### src/rtl/rx_sched_pkg.sv
// Shared definitions for the RX packet scheduler.
//   - sched_state_e  : arbitration FSM state encoding (IDLE/OFFER/BUSY)
//   - CTRL_CHAN_CODE : header channel code used for the control FIFO (index 0)
//   - DEF_FULL_WORDS / DEF_OVR_WORDS : default FIFO fill thresholds
//   - chan_code()    : FIFO index -> header channel code
package rx_sched_pkg;

  typedef enum logic [1:0] {
    IDLE  = 2'd0,
    OFFER = 2'd1,
    BUSY  = 2'd2
  } sched_state_e;

  localparam logic [4:0] CTRL_CHAN_CODE = 5'h1f;
  localparam int         DEF_FULL_WORDS = 504;
  localparam int         DEF_OVR_WORDS  = 1000;

  // Radio channels are numbered from 0 in the header, so FIFO index i maps to i-1;
  // the control FIFO gets its own reserved code.
  function automatic logic [4:0] chan_code(input logic [3:0] idx);
    logic [4:0] code;
    if (idx == 4'd0) begin
      code = CTRL_CHAN_CODE;
    end else begin
      code = {1'b0, idx} - 5'd1;
    end
    return code;
  endfunction

endpackage

### src/rtl/rx_packet_scheduler_rr_pick.sv
// Combinational rotate-priority picker.
//   elig_i  : eligibility vector, one bit per index
//   start_i : index searched first
//   limit_i : highest index in the rotation; the search wraps to 0 after it
//   found_o : some index in 0..limit_i is eligible
//   idx_o   : first eligible index at or after start_i (with wrap)
// A start beyond the limit is treated as 0; a limit beyond N-1 is clamped.
module rr_pick #(
  parameter int N  = 3,
  parameter int IW = 4
) (
  input  logic [N-1:0]  elig_i,
  input  logic [IW-1:0] start_i,
  input  logic [IW-1:0] limit_i,
  output logic          found_o,
  output logic [IW-1:0] idx_o
);

  localparam int           CW  = IW + 1;
  localparam logic [IW-1:0] TOP = IW'(N - 1);

  logic [IW-1:0] lim_s;
  logic [IW-1:0] start_s;
  logic [CW-1:0] cand_s;
  logic          hit_s;

  // Clamp the rotation limit to the real index range and fold an out-of-range start to 0.
  always_comb begin
    lim_s   = (limit_i > TOP) ? TOP : limit_i;
    start_s = (start_i > lim_s) ? {IW{1'b0}} : start_i;
  end

  // Walk N candidates from the start, wrapping after the limit; first hit wins.
  always_comb begin
    found_o = 1'b0;
    idx_o   = {IW{1'b0}};
    cand_s  = {CW{1'b0}};
    hit_s   = 1'b0;
    for (int k = 0; k < N; k++) begin
      cand_s = {1'b0, start_s} + CW'(k);
      if (cand_s > {1'b0, lim_s}) begin
        cand_s = cand_s - ({1'b0, lim_s} + {{IW{1'b0}}, 1'b1});
      end else begin
        cand_s = cand_s;
      end
      hit_s = 1'b0;
      for (int j = 0; j < N; j++) begin
        hit_s = hit_s | ((cand_s == CW'(j)) & elig_i[j]);
      end
      if (!found_o && hit_s) begin
        found_o = 1'b1;
        idx_o   = cand_s[IW-1:0];
      end else begin
        found_o = found_o;
      end
    end
  end

endmodule

### src/rtl/rx_packet_scheduler.sv
// RX packet scheduler: picks which channel FIFO the packet builder serves next.
// Ports:
//   rxclk, reset_n      : clock, asynchronous active-low reset
//   enable, channels    : arbitration enable, highest grantable FIFO index
//   chan_usedw, chan_empty : per-FIFO fill level (10 bits each) and empty flag
//   have_space          : USB side can take one more packet
//   grant_valid/sel/channel/partial/overrun : offer to the builder
//   grant_ack, pkt_done : builder handshake pulses
//   overrun             : sticky per-channel overrun flags (bit 0 always 0)
//   busy                : an offer or packet is in progress
module rx_packet_scheduler
  import rx_sched_pkg::*;
#(
  parameter int NUM_CHAN     = 2,
  parameter int FULL_WORDS   = DEF_FULL_WORDS,
  parameter int OVR_WORDS    = DEF_OVR_WORDS,
  parameter int FLUSH_CYCLES = 4096
) (
  input  logic                     rxclk,
  input  logic                     reset_n,
  input  logic                     enable,
  input  logic [3:0]               channels,
  input  logic [10*(NUM_CHAN+1)-1:0] chan_usedw,
  input  logic [NUM_CHAN:0]        chan_empty,
  input  logic                     have_space,
  output logic                     grant_valid,
  output logic [3:0]               grant_sel,
  output logic [4:0]               grant_channel,
  output logic                     grant_partial,
  output logic                     grant_overrun,
  input  logic                     grant_ack,
  input  logic                     pkt_done,
  output logic [NUM_CHAN:0]        overrun,
  output logic                     busy
);

  localparam int             NCH      = NUM_CHAN + 1;
  localparam int             AW       = $clog2(FLUSH_CYCLES + 1);
  localparam logic [9:0]     FULL_LVL = 10'(FULL_WORDS);
  localparam logic [9:0]     OVR_LVL  = 10'(OVR_WORDS);
  localparam logic [AW-1:0]  AGE_MAX  = AW'(FLUSH_CYCLES);
  localparam logic [AW-1:0]  AGE_ONE  = {{(AW-1){1'b0}}, 1'b1};

  sched_state_e    state_q, state_d;
  logic [3:0]      rr_ptr_q, rr_ptr_d;
  logic            grant_valid_q, grant_valid_d;
  logic [3:0]      grant_sel_q, grant_sel_d;
  logic [4:0]      grant_channel_q, grant_channel_d;
  logic            grant_partial_q, grant_partial_d;
  logic            busy_q, busy_d;
  logic [NUM_CHAN:0] overrun_q, overrun_d;
  logic [AW-1:0]   age_q [NCH];
  logic [AW-1:0]   age_d [NCH];

  logic [9:0]      usedw_s [NCH];
  logic [NUM_CHAN:0] elig_s;
  logic            pick_found_s;
  logic [3:0]      pick_idx_s;
  logic            pick_partial_s;
  logic            ack_acc_s;
  logic            sel_ovr_s;

  for (genvar g = 0; g < NCH; g++) begin : g_unpack
    assign usedw_s[g] = chan_usedw[10*g +: 10];
  end

  // An ack only counts while an offer is actually pending.
  assign ack_acc_s = grant_ack & (state_q == OFFER);

  // Eligibility: data present, in range, room upstream, and either a full payload or aged out.
  always_comb begin
    elig_s = {NCH{1'b0}};
    for (int i = 0; i < NCH; i++) begin
      elig_s[i] = ~chan_empty[i] & (4'(i) <= channels) & have_space &
                  ((usedw_s[i] >= FULL_LVL) | (age_q[i] == AGE_MAX));
    end
  end

  rr_pick #(
    .N  (NCH),
    .IW (4)
  ) u_rr_pick (
    .elig_i  (elig_s),
    .start_i (rr_ptr_q),
    .limit_i (channels),
    .found_o (pick_found_s),
    .idx_o   (pick_idx_s)
  );

  // Partial flag and live overrun of the selected channel, via one-hot muxes.
  always_comb begin
    pick_partial_s = 1'b0;
    sel_ovr_s      = 1'b0;
    for (int i = 0; i < NCH; i++) begin
      pick_partial_s = pick_partial_s | ((pick_idx_s == 4'(i)) & (usedw_s[i] < FULL_LVL));
      sel_ovr_s      = sel_ovr_s | ((grant_sel_q == 4'(i)) & overrun_q[i]);
    end
  end

  // Age counters and sticky overrun flags; overrun set beats the ack clear.
  always_comb begin
    overrun_d = {NCH{1'b0}};
    for (int i = 0; i < NCH; i++) begin
      if (chan_empty[i] || (ack_acc_s && (grant_sel_q == 4'(i)))) begin
        age_d[i] = {AW{1'b0}};
      end else if ((usedw_s[i] < FULL_LVL) && (age_q[i] != AGE_MAX)) begin
        age_d[i] = age_q[i] + AGE_ONE;
      end else begin
        age_d[i] = age_q[i];
      end
      if (i == 0) begin
        overrun_d[i] = 1'b0;
      end else if ((usedw_s[i] >= OVR_LVL) || ((usedw_s[i] >= FULL_LVL) && !have_space)) begin
        overrun_d[i] = 1'b1;
      end else if (ack_acc_s && (grant_sel_q == 4'(i))) begin
        overrun_d[i] = 1'b0;
      end else begin
        overrun_d[i] = overrun_q[i];
      end
    end
  end

  // Arbitration FSM next-state and grant fields.
  always_comb begin
    state_d         = state_q;
    rr_ptr_d        = rr_ptr_q;
    grant_valid_d   = grant_valid_q;
    grant_sel_d     = grant_sel_q;
    grant_channel_d = grant_channel_q;
    grant_partial_d = grant_partial_q;
    case (state_q)
      IDLE: begin
        if (enable && pick_found_s) begin
          state_d         = OFFER;
          grant_valid_d   = 1'b1;
          grant_sel_d     = pick_idx_s;
          grant_channel_d = chan_code(pick_idx_s);
          grant_partial_d = pick_partial_s;
        end else begin
          grant_valid_d = 1'b0;
        end
      end
      OFFER: begin
        if (grant_ack) begin
          state_d       = BUSY;
          grant_valid_d = 1'b0;
        end else if (!enable) begin
          state_d       = IDLE;
          grant_valid_d = 1'b0;
        end else begin
          grant_valid_d = 1'b1;
        end
      end
      BUSY: begin
        if (pkt_done) begin
          state_d  = IDLE;
          rr_ptr_d = (grant_sel_q == channels) ? 4'd0 : (grant_sel_q + 4'd1);
        end else begin
          state_d = BUSY;
        end
      end
      default: begin
        state_d       = IDLE;
        grant_valid_d = 1'b0;
      end
    endcase
    busy_d = (state_d != IDLE);
  end

  // State, grant and status registers.
  always_ff @(posedge rxclk or negedge reset_n) begin
    if (!reset_n) begin
      state_q         <= IDLE;
      rr_ptr_q        <= 4'd0;
      grant_valid_q   <= 1'b0;
      grant_sel_q     <= 4'd0;
      grant_channel_q <= 5'd0;
      grant_partial_q <= 1'b0;
      busy_q          <= 1'b0;
      overrun_q       <= {NCH{1'b0}};
      for (int i = 0; i < NCH; i++) begin
        age_q[i] <= {AW{1'b0}};
      end
    end else begin
      state_q         <= state_d;
      rr_ptr_q        <= rr_ptr_d;
      grant_valid_q   <= grant_valid_d;
      grant_sel_q     <= grant_sel_d;
      grant_channel_q <= grant_channel_d;
      grant_partial_q <= grant_partial_d;
      busy_q          <= busy_d;
      overrun_q       <= overrun_d;
      for (int i = 0; i < NCH; i++) begin
        age_q[i] <= age_d[i];
      end
    end
  end

  assign grant_valid   = grant_valid_q;
  assign grant_sel     = grant_sel_q;
  assign grant_channel = grant_channel_q;
  assign grant_partial = grant_partial_q;
  assign grant_overrun = (grant_sel_q == 4'd0) ? 1'b0 : sel_ovr_s;
  assign overrun       = overrun_q;
  assign busy          = busy_q;

endmodule
### config.mk
export PLATFORM = sky130hd
export DESIGN_NAME = rx_packet_scheduler
export DESIGN_NICKNAME = d
export VERILOG_FILES = /design/src/rtl/rx_sched_pkg.sv /design/src/rtl/rx_packet_scheduler_rr_pick.sv /design/src/rtl/rx_packet_scheduler.sv
export SDC_FILE = /design/constraint.sdc
export NUM_CORES = 1
export LEC_CHECK = 0
export ABC_CLOCK_PERIOD_IN_PS = 6500
export BUFFER_PORTS_ARGS = -buffer_cell sky130_fd_sc_hd__buf_2
export CORE_MARGIN = 3
export CORE_UTILIZATION = 40
export CTS_BUF_LIST = sky130_fd_sc_hd__clkbuf_8
export CTS_CLUSTER_DIAMETER = 150
export DETAILED_ROUTE_END_ITERATION = 6
export GPL_TIMING_DRIVEN = 0
export PLACE_DENSITY = 0.69
export RECOVER_POWER = 50
export SYNTH_ARGS = -nofsm -noshare
export SYNTH_HDL_FRONTEND = slang
export SYNTH_SLANG_ARGS = --single-unit
export TNS_END_PERCENT = 20
### constraint.sdc
create_clock -name rxclk -period 6.5 [get_ports rxclk]
set_input_delay 0 -clock rxclk [delete_from_list [all_inputs] [get_ports rxclk]]
set_output_delay 0 -clock rxclk [all_outputs]
set_load 0.005 [all_outputs]
==> Word level (Yosys, flattened, before mapping) <==
Cells that the tools add are included.
{ "op_classes": {"n_addsub": 11, "magnitude_cmp": 16, "eq_ne": 19, "mux": 33, "bitwise_logic": 39, "n_reduce_logical": 33} }
{ "op_table": {"columns": ["cell", "count"], "rows": [
  ["$mux 13", 6],
  ["$add 13x1->13 const B", 3],
  ["$eq 13x13->1 const B", 3],
  ["$ne 13x13->1 const B", 3],
  ["$ge 10x9->1 const B", 3],
  ["$lt 10x9->1 const B", 3],
  ["$and 1x1->1", 24],
  ["$mux 4", 6],
  ["$ge 10x10->1 const B", 2],
  ["$mux 5", 4],
  ["$eq 5x1->1 const B", 3],
  ["$eq 5x2->1 const B", 3],
  ["$logic_not 5->1", 3],
  ["$or 1x1->1", 12],
  ["$reduce_bool 2->1", 6],
  ["$logic_and 1x1->1", 11],
  ["$mux 1", 11],
  ["$add 4x1->5 const B", 2],
  ["$gt 5x4->1", 2],
  ["$sub 5x5->5", 2],
  ["$eq 4x1->1 const B", 2],
  ["$eq 4x2->1 const B", 2],
  ["$gt 4x4->1", 2],
  ["$le 1x4->1 const A", 2],
  ["other kinds (18)", 31]
]} }
{ "word_totals": {"reg_bits": 59, "input_bits": 43, "output_inout_bits": 16, "elab_cells": 163} }

==> Logic depth before layout (Yosys ltp) <==
{ "depth": {"ltp_word": 21, "ltp_mapped": 28, "ltp_nobuf": 28} }

==> Cells and area by module <==
From an unflattened synthesis, not the netlist that was laid out.
{ "hier_totals": {"hier_cells": 540, "area_unflattened_um2": 4906.0} }
{ "modules_own_cells": {"columns": ["mod", "n_inst", "cells_each", "area_each_um2"], "rows": [
  ["rx_packet_scheduler", 1, 356, 3418.3],
  ["rr_pick", 1, 184, 1487.7]
]} }

==> Worst setup path after synthesis <==
Ideal clock, no wire load.
{ "synth_timing": {"path_kind": "input to register", "start": "in channels[1]", "end": "reg grant_partial_q, in the netlist grant_partial", "setup_time_ns": 0.127, "arrival_ns": 4.827, "slack_ns": 1.546, "cell_stages": 27, "path_buffers": 0, "path_cell_list": "or3_1 inv_1 nand2_1 inv_1 ha_1 nor2b_4 o211a_1 o21ai_2 nand2_2 inv_2 ha_1 nand2_1 xor2_1 nor2_1 ha_1 o21ai_0 a21oi_1 nor2_2 mux2_4 a221oi_2 nand3_2 and3b_1 a211oi_2 inv_1 ha_1 a222oi_1 o21ai_1"} }
{ "synth_between": {"elab_chain_len": 21, "elab_cells_between_ends": 72} }
{ "synth_rtl": {"columns": ["element", "line", "text"], "rows": [
  ["from (decl)", "rx_packet_scheduler.sv:22", "input logic [3:0] channels,"],
  ["branches (longest 16 deep; another with $add 4x1->5)", null, null],
  ["$mux 4 *", "rx_packet_scheduler_rr_pick.sv:50", "if (!found_o && hit_s) begin"],
  ["named net pick_idx_s[1]", "rx_packet_scheduler.sv:58", "logic [3:0] pick_idx_s;"],
  ["$eq 4x1->1 or $logic_not 4->1 (tied branches)", "rx_packet_scheduler.sv:95", "pick_partial_s = pick_partial_s | ((pick_idx_s == 4'(i)) & (usedw_s[i] < FULL_LVL));"],
  ["$and 1x1->1", "rx_packet_scheduler.sv:95", null],
  ["$or 1x1->1", "rx_packet_scheduler.sv:95", null],
  ["$or 1x1->1 *", "rx_packet_scheduler.sv:95", null],
  ["to (signal assigned)", "rx_packet_scheduler.sv:190", "grant_partial_q <= grant_partial_d;"],
  ["to (decl)", "rx_packet_scheduler.sv:49", "logic grant_partial_q, grant_partial_d;"]
]} }
Mark *: on every way through the listed nets, which the timed path passes.
A chain may end at the register's enable or synchronous reset.

==> Worst setup path in the final report <==
Same ends and word-level chain as after synthesis.

==> impl_metrics.json <==
{
  "antenna_left": 0,
  "dr_wl_met3_um": 364,
  "core_um2": 10600,
  "setup_tns_ns": 0,
  "ys_seq_area_share_pct": 33.2,
  "finalCritPeriodShare_pct": 90.2,
  "vias_per_cell": 5.43,
  "synthesis.area_um2": 4440,
  "holdWs_ns": 0.00830,
  "wl_per_cell_um": 14.9,
  "initial_core_util_pct": 42.1,
  "synth-seq-cells": 59,
  "maxSlewHeadroom_pct": -112,
  "cts.reportedPaths.clkPinSlew_ns": 0.07,
  "area_growth_pct": 16.6,
  "netlist-cell-type-count": 73,
  "clock.fmax_mhz": 171,
  "clk_latency_ns": 0.34,
  "max-cap-violations": 1,
  "numPortBuffers": 48,
  "cp-end-kind": "flip-flop",
  "rows": 37,
  "cp_max_fo": 8,
  "dieWidth_um": 111,
  "status": "finished, violations left",
  "grt_pass1_vias": 3971,
  "avgSynthCellArea_um2": 9.10,
  "grt_max_degree": 60,
  "ios": 59,
  "total_leakage_power_nw": 2.43,
  "finalInstanceArea_um2": 5180,
  "antenna_found_initial": 0,
  "reg2reg_from": "rr_ptr_q[1]$_DFFE_PN0P_",
  "synth_edf_count": 0,
  "grt_pass1_wl_um": 18300,
  "dr_total_vias": 3830,
  "synth_top_area_share_pct": 33.2,
  "grt_overflow_total": 0,
  "slew_viol_final": 60,
  "violations": "max-capacitance violations, max-slew violations",
  "clock_skew_ns": 0.0131,
  "clock-sinks": 59,
  "synthFlopType": "dfrtp_1",
  "min-delay-start": "chan_usedw[23]",
  "drc_errors": 0,
  "cts_hold_buf": 7,
  "cts_tree": "yes",
  "dr_wl_met2_um": 5180,
  "hpwlAfterDp_um": 8040,
  "root_buffer": "clkbuf_8",
  "max_slew.worst_pin.slew_ns": 3.18,
  "syn_inst": 488,
  "clock_path_buffers": 2,
  "dieHeight_um": 111,
  "yosysTopAreaCell": "dfrtp_1",
  "yosys-top-cells-count": "nor2_1 (62), dfrtp_1 (59), nand2_1 (46)",
  "regToRegSetupSlack_ns": 0.76,
  "layout.nets": 652,
  "cp.required_ns": 6.72,
  "drt_iter0_drc": 154,
  "cts_setup_buffers": 0,
  "hold_path.class": "input pin to flip-flop",
  "cp-start-kind": "input pin",
  "synth_most_common_cell": "nor2_1",
  "arrival_ns": 6.08,
  "setup_viol": 0,
  "critPathMostFrequentCell": "ha_1",
  "yosys_warnings": 0,
  "cellPowerDensity_nw_per_um2": 324,
  "htreeDepth": 3,
  "grt_use_total_pct": 17.5,
  "slowest_delay_ns": 0.46,
  "top_layer_used": "met4",
  "hold_viol_final": 0,
  "gp_congestion": 0.872,
  "postPlaceCellArea_um2": 4890,
  "die-area_um2": 12400,
  "synth.area.top_cells": "dfrtp_1 (33%), ha_1 (12%), xor2_1 (6.1%)",
  "ir_worst_vdd_v": 0.000217,
  "timing_worst_setup_path_type": "input pin to flip-flop",
  "ys_async_sr_fraction_pct": 100,
  "cpMaxStageDelayCell": "or3_1",
  "cts.repair.resized": 0,
  "worstSetupStartpoint": "channels[1]",
  "fin_crit_ns": 5.86,
  "total_power_w": 0.00168,
  "wl_um": 10500,
  "cts_inserted_buffers": 9,
  "dr.pass1.iters": 4,
  "antenna_cells": 0,
  "grt_setup_unrepaired": "no",
  "drive_above_1_share_pct": 14.8,
  "wl_met1_um": 4750
}
## path summary, 6_finish.rpt
check / cells past startpoint / to
setup / recovery: 29 / grant_partial$_DFFE_PN0P_
hold / removal: 3 / overrun[2]$_DFFE_PN0P_
setup reg to reg: 24 / grant_partial$_DFFE_PN0P_
hold reg to reg: 1 / grant_channel[4]$_DFFE_PN0P_
max in group asynchronous: 2 / age_q[18]$_DFFE_PN0P_
min in group asynchronous: 2 / age_q[31]$_DFFE_PN0P_
## through the flow
step | std cells | setup slack (ns) | util (%)
after floorplan | 498 | 1.55 | -
after global placement | 682 | 0.490 | 46.3
after detailed placement | 682 | 0.330 | 46.3
after CTS | 705 | 0.679 | 49.1
after global routing | 705 | 0.0813 | 49.1
final | 705 | 0.637 | 49.1
## sequential cells by signal (all words and copies together) (netlist names)
name,cells
busy,1
grant_valid,1
grant_channel,5
overrun,2
state_q,2
age_q,39
rr_ptr_q,4
grant_sel,4
grant_partial,1
## routing by layer
layer | track usage [%] | up-vias
met2 | 30.3 | 73
met5 | 0 | -
met4 | 5.76 | 0
met1 | 22.2 | 1859
met3 | 3.04 | 19
li1 | - | 1879
## power by group
group	total, W	switching [W]	leakage [nW]	internal, W
Combinational	0.000850	0.000485	1.53	0.000365
Clock	0.000382	0.000156	0.108	0.000226
Sequential	0.000448	0.0000387	0.785	0.000409
## area by class of cell
class / instances / area (µm²)
Sequential cell: 59 / 1480
Fill cell: 1010 / 5370
Multi-Input combinational cell: 404 / 2850
Inverter: 28 / 105
Buffer: 7 / 46.3
Clock buffer: 10 / 138
Timing Repair Buffer: 55 / 304
Tap cell: 136 / 170
Clock inverter: 6 / 88.8
## logic make-up (layout without fill, tap and decap cells)
family,count (synthesis),after routing,share of synthesized area (%)
simple gates,208,208,24.1
compound gates,81,81,13.8
flops,59,59,33.2
xor+xnor,46,46,9.07
fa+ha+maj,45,45,13.2
buf+inv,35,106,3.41
mux,12,12,3.07
other cells,2,12,0.169
## layout by cell type, fill, tap and decap left out, drive strengths merged, types with 4 or more instances in the layout
master,Yosys,routed
buf,4,47
and2,8,8
dfrtp,59,59
mux2i,8,8
o211ai,7,7
nand3b,5,5
dlygate4sd3,0,7
clkbuf,3,18
nor2b,6,6
conb,2,12
a22o,4,4
a21o,4,4
nor2,63,63
nor4b,7,7
nand2b,7,7
a31oi,4,4
o21ai,16,16
nor4,7,7
xor2,31,31
and4,6,6
nand4,12,12
nand3,22,22
inv,28,28
ha,42,42
mux2,4,4
nand2,47,47
xnor2,15,15
and3,7,7
a21oi,13,13
## worst max-delay path, delay by kind of cell
family / cells / cell delay (ns)
compound gates: 9 / 2.22
buf+inv: 5 / 0.83
simple gates: 10 / 1.80
fa+ha+maj: 4 / 1.06
xor+xnor: 1 / 0.14
No activity file was read; power rests on OpenSTA's default activity.
